**src/rtl/l2_sched_pkg.sv**
```systemverilog
// Shared types and constants for the L2 cache scheduler.
// Holds the scheduler state encoding, L2 geometry constants and the
// burst-length offset helper (a 4-bit length field encodes len+1 words).
package l2_sched_pkg;

    typedef enum logic [1:0] {
        ST_IDLE     = 2'd0,
        ST_L1_XFER  = 2'd1,
        ST_DDR_REQ  = 2'd2,
        ST_DDR_FILL = 2'd3
    } sched_state_t;

    localparam logic [11:0] L2_FULL_WORDS   = 12'hFFF;
    localparam int unsigned WORDS_PER_BEAT  = 8;
    localparam int unsigned BEAT_WORD_SHIFT = 3;

    localparam int unsigned LEN_W      = 4;
    localparam int unsigned WORD_CNT_W = LEN_W + 1;
    localparam int unsigned WDOG_CNT_W = 16;

    // Number of words a length field stands for (field holds words-1).
    function automatic logic [WORD_CNT_W-1:0] burst_words(input logic [LEN_W-1:0] len);
        return WORD_CNT_W'(len) + WORD_CNT_W'(1);
    endfunction

endpackage

```
**src/rtl/l2_sched_watchdog.sv**
```systemverilog
// DDR acknowledge/beat watchdog for the L2 scheduler.
// Counts consecutive cycles with count_en high; any cycle with count_en low
// clears the count. timeout_c rises combinationally on the cycle that
// completes TIMEOUT_CYCLES consecutive counted cycles.
// Ports: clk_166M66, mcu_sys_rst_n (async active-low), count_en, timeout_c.
module l2_sched_watchdog
    import l2_sched_pkg::*;
#(
    parameter int unsigned TIMEOUT_CYCLES = 1024
) (
    input  logic clk_166M66,
    input  logic mcu_sys_rst_n,
    input  logic count_en,
    output logic timeout_c
);

    localparam logic [WDOG_CNT_W-1:0] LIMIT = WDOG_CNT_W'(TIMEOUT_CYCLES - 1);

    logic [WDOG_CNT_W-1:0] cnt;

    assign timeout_c = count_en && (cnt == LIMIT);

    // Restart after a timeout so a later DDR_REQ gets a full window.
    always_ff @(posedge clk_166M66 or negedge mcu_sys_rst_n) begin
        if (!mcu_sys_rst_n) begin
            cnt <= '0;
        end else if (!count_en || timeout_c) begin
            cnt <= '0;
        end else begin
            cnt <= cnt + WDOG_CNT_W'(1);
        end
    end

endmodule

```
**src/rtl/l2_cache_sched.sv**
```systemverilog
// L2 cache scheduler: arbitrates the dual-port L2 between L1 read bursts
// (port A, 16-bit) and DDR refill bursts (port B, 128-bit), and holds off
// either port while the L2 reports an L1/DDR address conflict.
// Ports: clk_166M66, mcu_sys_rst_n; L2 status i_l2_unread_size,
// i_l1ddr_rw_conflicts; L1 handshake i_l1_req/i_l1_req_len/o_l1_grant/
// o_l1_done; DDR handshake o_ddr_req/i_ddr_ack/i_ddr_beat_valid/o_fill_done;
// L2 strobes o_l2_l1_operate_enable/o_l2_l1_rw/o_l2_ddr_operate_enable/
// o_l2_ddr_rw; status o_busy, o_err.
// The port enables are combinational (they qualify same-cycle data); all
// other outputs are registered.
// Optional DDR watchdog: define L2_SCHED_DDR_TIMEOUT_EN.
module l2_cache_sched
    import l2_sched_pkg::*;
#(
    parameter int unsigned FILL_BEATS     = 8,
    parameter logic [11:0] LOW_WATERMARK  = 12'd512,
    parameter int unsigned TIMEOUT_CYCLES = 1024
) (
    input  logic             clk_166M66,
    input  logic             mcu_sys_rst_n,
    input  logic [11:0]      i_l2_unread_size,
    input  logic             i_l1ddr_rw_conflicts,
    input  logic             i_l1_req,
    input  logic [LEN_W-1:0] i_l1_req_len,
    output logic             o_l1_grant,
    output logic             o_l1_done,
    output logic             o_l2_l1_operate_enable,
    output logic             o_l2_l1_rw,
    output logic             o_ddr_req,
    input  logic             i_ddr_ack,
    input  logic             i_ddr_beat_valid,
    output logic             o_l2_ddr_operate_enable,
    output logic             o_l2_ddr_rw,
    output logic             o_fill_done,
    output logic             o_busy,
    output logic             o_err
);

    localparam int unsigned         BEAT_CNT_W = 7;
    localparam logic [12:0]         FILL_WORDS = 13'(FILL_BEATS * WORDS_PER_BEAT);
    localparam logic [BEAT_CNT_W-1:0] LAST_BEAT = BEAT_CNT_W'(FILL_BEATS - 1);

    // Elaboration-time guard on the parameter ranges the counters are sized for.
    if (FILL_BEATS < 1 || FILL_BEATS > 64 || TIMEOUT_CYCLES < 1 || TIMEOUT_CYCLES > 65536 ||
        WORDS_PER_BEAT != (1 << BEAT_WORD_SHIFT)) begin : g_param_check
        $error("l2_cache_sched: illegal parameterisation");
    end

    sched_state_t           state, state_nxt;
    logic [WORD_CNT_W-1:0]  word_cnt, word_cnt_nxt;
    logic [LEN_W-1:0]       len_q, len_nxt;
    logic [BEAT_CNT_W-1:0]  beat_cnt, beat_cnt_nxt;
    logic                   grant_nxt, l1_done_nxt, fill_done_nxt;

    logic [11:0] free_words;
    logic        l1_fits, fill_wanted, words_done;
    logic        a_en_c, b_en_c, timeout_c;

    assign free_words  = L2_FULL_WORDS - i_l2_unread_size;
    assign l1_fits     = i_l2_unread_size >= 12'(burst_words(i_l1_req_len));
    assign fill_wanted = (i_l2_unread_size <= LOW_WATERMARK) && ({1'b0, free_words} >= FILL_WORDS);
    assign words_done  = word_cnt == burst_words(len_q);

    // Port strobes: conflict gates both; port A stops once the burst is complete.
    assign a_en_c = (state == ST_L1_XFER) && !words_done && !i_l1ddr_rw_conflicts;
    assign b_en_c = (state == ST_DDR_FILL) && i_ddr_beat_valid && !i_l1ddr_rw_conflicts;

    assign o_l2_l1_operate_enable  = a_en_c;
    assign o_l2_ddr_operate_enable = b_en_c;
    assign o_l2_l1_rw              = 1'b0;

`ifdef L2_SCHED_DDR_TIMEOUT_EN
    logic wdog_count_en;
    logic err_q;

    assign wdog_count_en = ((state == ST_DDR_REQ) && !i_ddr_ack) ||
                           ((state == ST_DDR_FILL) && !b_en_c);

    l2_sched_watchdog #(
        .TIMEOUT_CYCLES (TIMEOUT_CYCLES)
    ) u_watchdog (
        .clk_166M66    (clk_166M66),
        .mcu_sys_rst_n (mcu_sys_rst_n),
        .count_en      (wdog_count_en),
        .timeout_c     (timeout_c)
    );

    // Sticky error until reset.
    always_ff @(posedge clk_166M66 or negedge mcu_sys_rst_n) begin
        if (!mcu_sys_rst_n) begin
            err_q <= 1'b0;
        end else if (timeout_c) begin
            err_q <= 1'b1;
        end
    end

    assign o_err = err_q;
`else
    assign timeout_c = 1'b0;
    assign o_err     = 1'b0;
`endif

    // Next-state, counter and pulse logic.
    always_comb begin
        state_nxt     = state;
        word_cnt_nxt  = word_cnt;
        len_nxt       = len_q;
        beat_cnt_nxt  = beat_cnt;
        grant_nxt     = 1'b0;
        l1_done_nxt   = 1'b0;
        fill_done_nxt = 1'b0;
        case (state)
            ST_IDLE: begin
                // L1 wins unless it lacks data; a starved L1 falls through to the fill check.
                if (i_l1_req && l1_fits && !i_l1ddr_rw_conflicts) begin
                    state_nxt    = ST_L1_XFER;
                    grant_nxt    = 1'b1;
                    len_nxt      = i_l1_req_len;
                    word_cnt_nxt = '0;
                end else if (fill_wanted) begin
                    state_nxt = ST_DDR_REQ;
                end
            end
            ST_L1_XFER: begin
                if (words_done) begin
                    state_nxt   = ST_IDLE;
                    l1_done_nxt = 1'b1;
                end else if (a_en_c) begin
                    word_cnt_nxt = word_cnt + WORD_CNT_W'(1);
                end
            end
            ST_DDR_REQ: begin
                if (timeout_c) begin
                    state_nxt = ST_IDLE;
                end else if (i_ddr_ack) begin
                    state_nxt    = ST_DDR_FILL;
                    beat_cnt_nxt = '0;
                end
            end
            ST_DDR_FILL: begin
                if (timeout_c) begin
                    state_nxt = ST_IDLE;
                end else if (b_en_c) begin
                    beat_cnt_nxt = beat_cnt + BEAT_CNT_W'(1);
                    if (beat_cnt == LAST_BEAT) begin
                        state_nxt     = ST_IDLE;
                        fill_done_nxt = 1'b1;
                    end
                end
            end
            default: state_nxt = ST_IDLE;
        endcase
    end

    // State, counters and registered outputs.
    always_ff @(posedge clk_166M66 or negedge mcu_sys_rst_n) begin
        if (!mcu_sys_rst_n) begin
            state       <= ST_IDLE;
            word_cnt    <= '0;
            len_q       <= '0;
            beat_cnt    <= '0;
            o_l1_grant  <= 1'b0;
            o_l1_done   <= 1'b0;
            o_fill_done <= 1'b0;
            o_ddr_req   <= 1'b0;
            o_l2_ddr_rw <= 1'b0;
            o_busy      <= 1'b0;
        end else begin
            state       <= state_nxt;
            word_cnt    <= word_cnt_nxt;
            len_q       <= len_nxt;
            beat_cnt    <= beat_cnt_nxt;
            o_l1_grant  <= grant_nxt;
            o_l1_done   <= l1_done_nxt;
            o_fill_done <= fill_done_nxt;
            o_ddr_req   <= state_nxt == ST_DDR_REQ;
            o_l2_ddr_rw <= state_nxt == ST_DDR_FILL;
            o_busy      <= state_nxt != ST_IDLE;
        end
    end

endmodule

```
**config.mk**
```make
export PLATFORM = sky130hd
export DESIGN_NAME = l2_cache_sched
export DESIGN_NICKNAME = d
export VERILOG_FILES = /design/src/rtl/l2_sched_pkg.sv /design/src/rtl/l2_sched_watchdog.sv /design/src/rtl/l2_cache_sched.sv
export SDC_FILE = /design/constraint.sdc
export NUM_CORES = 1
export LEC_CHECK = 0
export BUFFER_PORTS_ARGS = -buffer_cell sky130_fd_sc_hd__buf_2
export CAP_MARGIN = 20
export CORE_ASPECT_RATIO = 1.1
export CORE_MARGIN = 2
export CORE_UTILIZATION = 45
export CTS_BUF_LIST = sky130_fd_sc_hd__clkbuf_4 sky130_fd_sc_hd__clkbuf_8
export CTS_CLUSTER_DIAMETER = 150
export CTS_CLUSTER_SIZE = 40
export DETAILED_ROUTE_END_ITERATION = 6
export PLACE_DENSITY = 0.8
export SYNTH_ARGS = -nofsm -noshare
export SYNTH_HDL_FRONTEND = slang
export SYNTH_HIERARCHICAL = 1
export SYNTH_SLANG_ARGS = --single-unit
```
**constraint.sdc**
```tcl
create_clock -name clk_166M66 -period 2.6 [get_ports clk_166M66]
set_clock_uncertainty 0.2 [all_clocks]
set_input_delay 0.39 -clock clk_166M66 [delete_from_list [all_inputs] [get_ports clk_166M66]]
set_output_delay 0.39 -clock clk_166M66 [all_outputs]
set_load 0.02 [all_outputs]
```
======== Yosys cells after proc, flatten, opt, wreduce, memory -nomap -nowiden ========
Cells that the tools add are included.
storage, ports and cells
  bits in registers ....................... 24
  bits of input ports ..................... 22
  word-level logic and storage cells ...... 67
operators by class
  $add $sub $neg .......................... 5
  magnitude comparators ................... 3
  eq/ne operators ......................... 12
  muxes and demuxes ....................... 21
  reductions and logical operators ........ 16
operator list
  operator                                                          number
  2-to-1 mux 5 bit                                                  3
  2-to-1 mux 7 bit                                                  2
  case mux 7 bit (2 select lines)                                   1
  >= comparator 12 x 5 -> 1 bit                                     1
  >= comparator 12 x 7 -> 1 bit, second input constant              1
  less-or-equal comparator 12 x 10 -> 1 bit, second input constant  1
  2-to-1 mux 2 bit                                                  6
  subtractor 12 bit, first input constant                           1
  adder 4 x 1 -> 5 bit, second input constant                       2
  inequality test 2 bit, second input constant                      5
  case mux 5 bit (2 select lines)                                   1
  equality test 2 bit, second input constant                        4
  case mux 2 bit (4 select lines)                                   1
  adder 7 x 1 -> 7 bit, second input constant                       1
  equality test 7 x 3 -> 1 bit, second input constant               1
  logical AND 1 bit                                                 7
  2-to-1 mux 1 bit                                                  7
  nonzero test 2 bit                                                3
  adder 5 x 1 -> 5 bit, second input constant                       1
  equality test 5 bit                                               1
  AND reduction 4 bit                                               1
  AND reduction 3 bit                                               1
  equality test 2 x 1 -> 1 bit, second input constant               1
  zero test 1 bit                                                   2
  2 further kinds                                                   2

======== Longest topological paths before layout ========
  depth after elaboration ................. 8
  depth in mapped cells ................... 8
  depth with buffers taken out ............ 8

======== Worst setup path after synthesis ========
Ideal clock, no wire load.
  path kind ............................... input port to flip-flop
  start point ............................. input port i_l1_req_len[0]
  end point ............................... register len_q[0]
  data arrival time ....................... 2.090 ns
  slack ................................... 0.185 ns
  cell stages on the path ................. 8
  path buffers ............................ 0
  path through ............................ ha_1 > xnor2_1 > ha_1 > nand2_1 > o21ai_1 > a31oi_2 > nor3_2 > mux2_2
on the way
  word-level cells in the longest chain between the ends .. 5
RTL lines
  what                             line                   source
  start: declaration               l2_cache_sched.sv:24   input logic [LEN_W-1:0] i_l1_req_len,
  adder 4 x 1 -> 5 bit             l2_sched_pkg.sv:23     return WORD_CNT_W'(len) + WORD_CNT_W'(1);
  >= comparator 12 x 5 -> 1 bit    l2_cache_sched.sv:60   assign l1_fits = i_l2_unread_size >= 12'(burst_words(i_l1_req_len));
  logical AND 1 bit (2 in series)  l2_cache_sched.sv:115  if (i_l1_req && l1_fits && !i_l1ddr_rw_conflicts) begin
  AND reduction 2 bit (no line)    --
  end signal: assignment           l2_cache_sched.sv:171  len_q <= len_nxt;
  end: declaration                 l2_cache_sched.sv:51   logic [LEN_W-1:0] len_q, len_nxt;
Several ways; a longest one is shown, not always the timed one.
A chain may end at the register's enable or synchronous reset.

======== Final worst setup path ========
  start point ............................. register len_q[0]
  end point ............................... output port o_l2_l1_operate_enable
on the way
  word-level cells in the longest chain between the ends .. 5
RTL lines
  what                             line                  source
  adder 4 x 1 -> 5 bit             l2_sched_pkg.sv:23
  equality test 5 bit              l2_cache_sched.sv:62  assign words_done = word_cnt == burst_words(len_q);
  zero test 1 bit                  l2_cache_sched.sv:65  assign a_en_c = (state == ST_L1_XFER) && !words_done && !i_l1ddr_rw_conflicts;
  logical AND 1 bit (2 in series)  l2_cache_sched.sv:65
  end: declaration                 l2_cache_sched.sv:27  output logic o_l2_l1_operate_enable,
Every way passes these cells.

==> flow_summary.json <==
{
  "status": "completed",
  "clockBufferDepth": 2,
  "max-cap-violations": 0,
  "finalHoldViolations": 0,
  "antenna_found_initial": 0,
  "finalSetupViolations": 0,
  "drt_wl_total_mm": 3.022,
  "port_buffers": 29,
  "synth_top_area_frac": 0.4110,
  "die-width_um": 58.34,
  "drc": 0,
  "reg2reg_slack_ns": 0.36,
  "hold_end": "len_q[1]",
  "core_mm2": 0.003074,
  "cts.sinks": 24,
  "wire_per_inst_um": 13.99,
  "dp_cells": 209,
  "worstReg2RegEnd": "word_cnt[4]",
  "synth_top_area_cell": "dfrtp_1",
  "min_path_type": "primary input to flip-flop",
  "die_y_um": 63.77,
  "slew_headroom": 0.6454,
  "nNetsFinal": 214,
  "worstMarginPinSlew_ns": 0.5319,
  "dr.pass1.iters": 4,
  "first_global_vias": 1159,
  "synth_commonest_cells": "dfrtp_1 (24), nor2_1 (11), ha_1 (9), xor2_1 (9), inv_1 (8)",
  "viasPerCell": 5.681,
  "arrival_ns": 1.93,
  "peakVddDrop_mv": 0.5667,
  "yosys.area_share.simple": 0.2055,
  "num_io_pins": 32,
  "muxShareOfSynthArea": 0.04538,
  "ys_seq_area_frac": 0.4110,
  "die_area_mm2": 0.003720,
  "cp_max_fo": 4,
  "drive_above_1_share": 0.3242,
  "dp_hpwl_mm": 2.348,
  "synth_most_common_cell": "dfrtp_1",
  "synth_area_mm2": 0.001461,
  "path_class": "flip-flop to output port",
  "start_util": 0.4754,
  "synth_cell_types": 47,
  "synthFlopType": "dfrtp_1",
  "track_usage": 0.1754,
  "min_from": "i_l1_req_len[1]",
  "clk_latency_ns": 0.32,
  "async_flop_share": 1.000,
  "drtIter0Drc": 31,
  "synth_xor_area_frac": 0.07791,
  "synthCells": 145,
  "synth_top_family_by_area": "simple AND/OR/NAND/NOR gates",
  "power_density_mw_per_mm2": 890.0,
  "fin_setup_tns_ns": 0,
  "clkTransAtPathRegs_ns": 0.13,
  "num_vias": 1227,
  "grt_pass1_wl_mm": 5.057,
  "synth-compound-area-share": 0.1421,
  "start_kind": "flip-flop",
  "grt_max_degree": 25,
  "synth_area_per_cell_um2": 10.08,
  "finalCriticalPeriod_ns": 2.525,
  "cts_buffers": 3,
  "slew_viol_final": 0,
  "fin_cells": 216,
  "critPathRequiredTime_ns": 2.01,
  "hold_depth": 2,
  "finalCritPeriodShare": 0.9711,
  "htreeDepth": 1,
  "timing.fmax_ghz": 0.3961,
  "ys_ff_latch": 24,
  "yosysWarnings": 6,
  "endpoint_kind": "output port",
  "synth_area_leaders": "dfrtp_1 (41%), ha_1 (7.7%), xor2_1 (5.4%), mux2_2 (3.9%), nor2_1 (2.8%)",
  "cts-root-buf": "clkbuf_4",
  "drt.antenna.violating_nets": 0,
  "syn_to_final_growth_pct": 20.89,
  "synth-adder-area-share": 0.07705,
  "diodes": 0,
  "synth_edf_count": 0,
  "num_rows": 21,
  "overflow": 0,
  "reg2reg_depth": 7,
  "p_leak_nw": 0.8426,
  "cts_tree": "yes",
  "globalplace.congestion": 0.8147,
  "r2r-start": "len_q[0]"
}
[layer usage]
metal | part of all wire | track usage
met1 | 0.42 | 0.2173
met2 | 0.51 | 0.2935
met3 | 0.043 | 0.01417
met4 | 0.023 | 0.1017
met5 | 0 | 0
[state kept, by name (all words and copies together), names as in the netlist]
signal       cells
beat_cnt         7
len_q            4
o_busy           1
o_ddr_req        1
o_fill_done      1
o_l1_done        1
o_l1_grant       1
o_l2_ddr_rw      1
state            2
word_cnt         5
[stage by stage]
stage          hold WS, ns  total power, mW    util  worst slack [ns]  cell area (um^2)
5_1_grt             0.1329            1.683  0.5747         -0.009947              1767
2_1_floorplan      -0.1056            1.057       -            0.1853              1465
4_1_cts             0.1290            1.550  0.5706           0.03455              1754
3_3_place_gp        0.1830            1.196  0.5413           0.07991              1664
6_report            0.1324            1.572  0.5747           0.07516              1767
3_5_place_dp        0.1995            1.238  0.5413           0.02684              1664
[layout make-up]
class,count,area (um^2)
fillers,266,1308
repair buffers,37,210.2
flip-flops and latches,24,600.6
well taps,34,42.54
inverters,8,30.03
multi-input cells,109,830.8
clock buffers,3,22.52
clock inverters,1,30.03
[cell families (layout without fill, tap and decap cells)]
group	Yosys count	in the layout
compound gates	27	27
xor+xnor	13	13
fa+ha+maj	9	9
buf+inv	13	49
flops	24	24
mux	6	6
other cells	1	2
simple gates	52	52
[worst max-delay path, cell delays in order (launching register included)]
cell	delay (ns)
dfrtp_1	0.45
ha_4	0.20
and3b_2	0.23
o21ai_4	0.17
a211oi_4	0.09
or2_4	0.29
inv_1	0.06
buf_4	0.13
[cell usage in the layout (no fill, tap or decap), drive strengths merged, types with 4 or more instances in the layout]
| master | n |
|---|---|
| nand2b | 4 |
| ha | 9 |
| inv | 8 |
| xnor2 | 4 |
| nor4 | 5 |
| nand3 | 6 |
| mux2 | 5 |
| nor2 | 11 |
| xor2 | 9 |
| dfrtp | 24 |
| buf | 36 |
| nand2 | 6 |
| o21ai | 9 |
[repair_timing]
item / 4_1_cts / 5_1_grt
pin swaps: 0 / 4
endpoints found under the setup margin: 1 / 1
hold buffers: 1 / 0
hold endpoints to repair: 24 / 0
gates resized for setup: 3 / 2
setup buffers: 2 / 0
[power breakdown]
group | total [mW] | switching (mW) | internal, mW
Clock | 0.273 | 0.117 | 0.156
Combinational | 0.686 | 0.364 | 0.322
Sequential | 0.613 | 0.123 | 0.490
[how the worst max path moves through the flow]
| stage | from | end | slack, ns | cells after the start |
|---|---|---|---|---|
| 5_1_grt | len_q[0] | o_l2_l1_operate_enable | -0.01 | 7 |
| 3_5_place_dp | i_l1_req_len[0] | len_q[0] | 0.03 | 9 |
| 2_1_floorplan | i_l1_req_len[0] | len_q[0] | 0.19 | 8 |
| 4_1_cts | len_q[0] | o_l2_l1_operate_enable | 0.03 | 7 |
| 6_report | len_q[0] | o_l2_l1_operate_enable | 0.08 | 7 |
| 3_3_place_gp | i_l1_req_len[0] | len_q[1] | 0.08 | 9 |
Power figures use the tool's default switching activity.
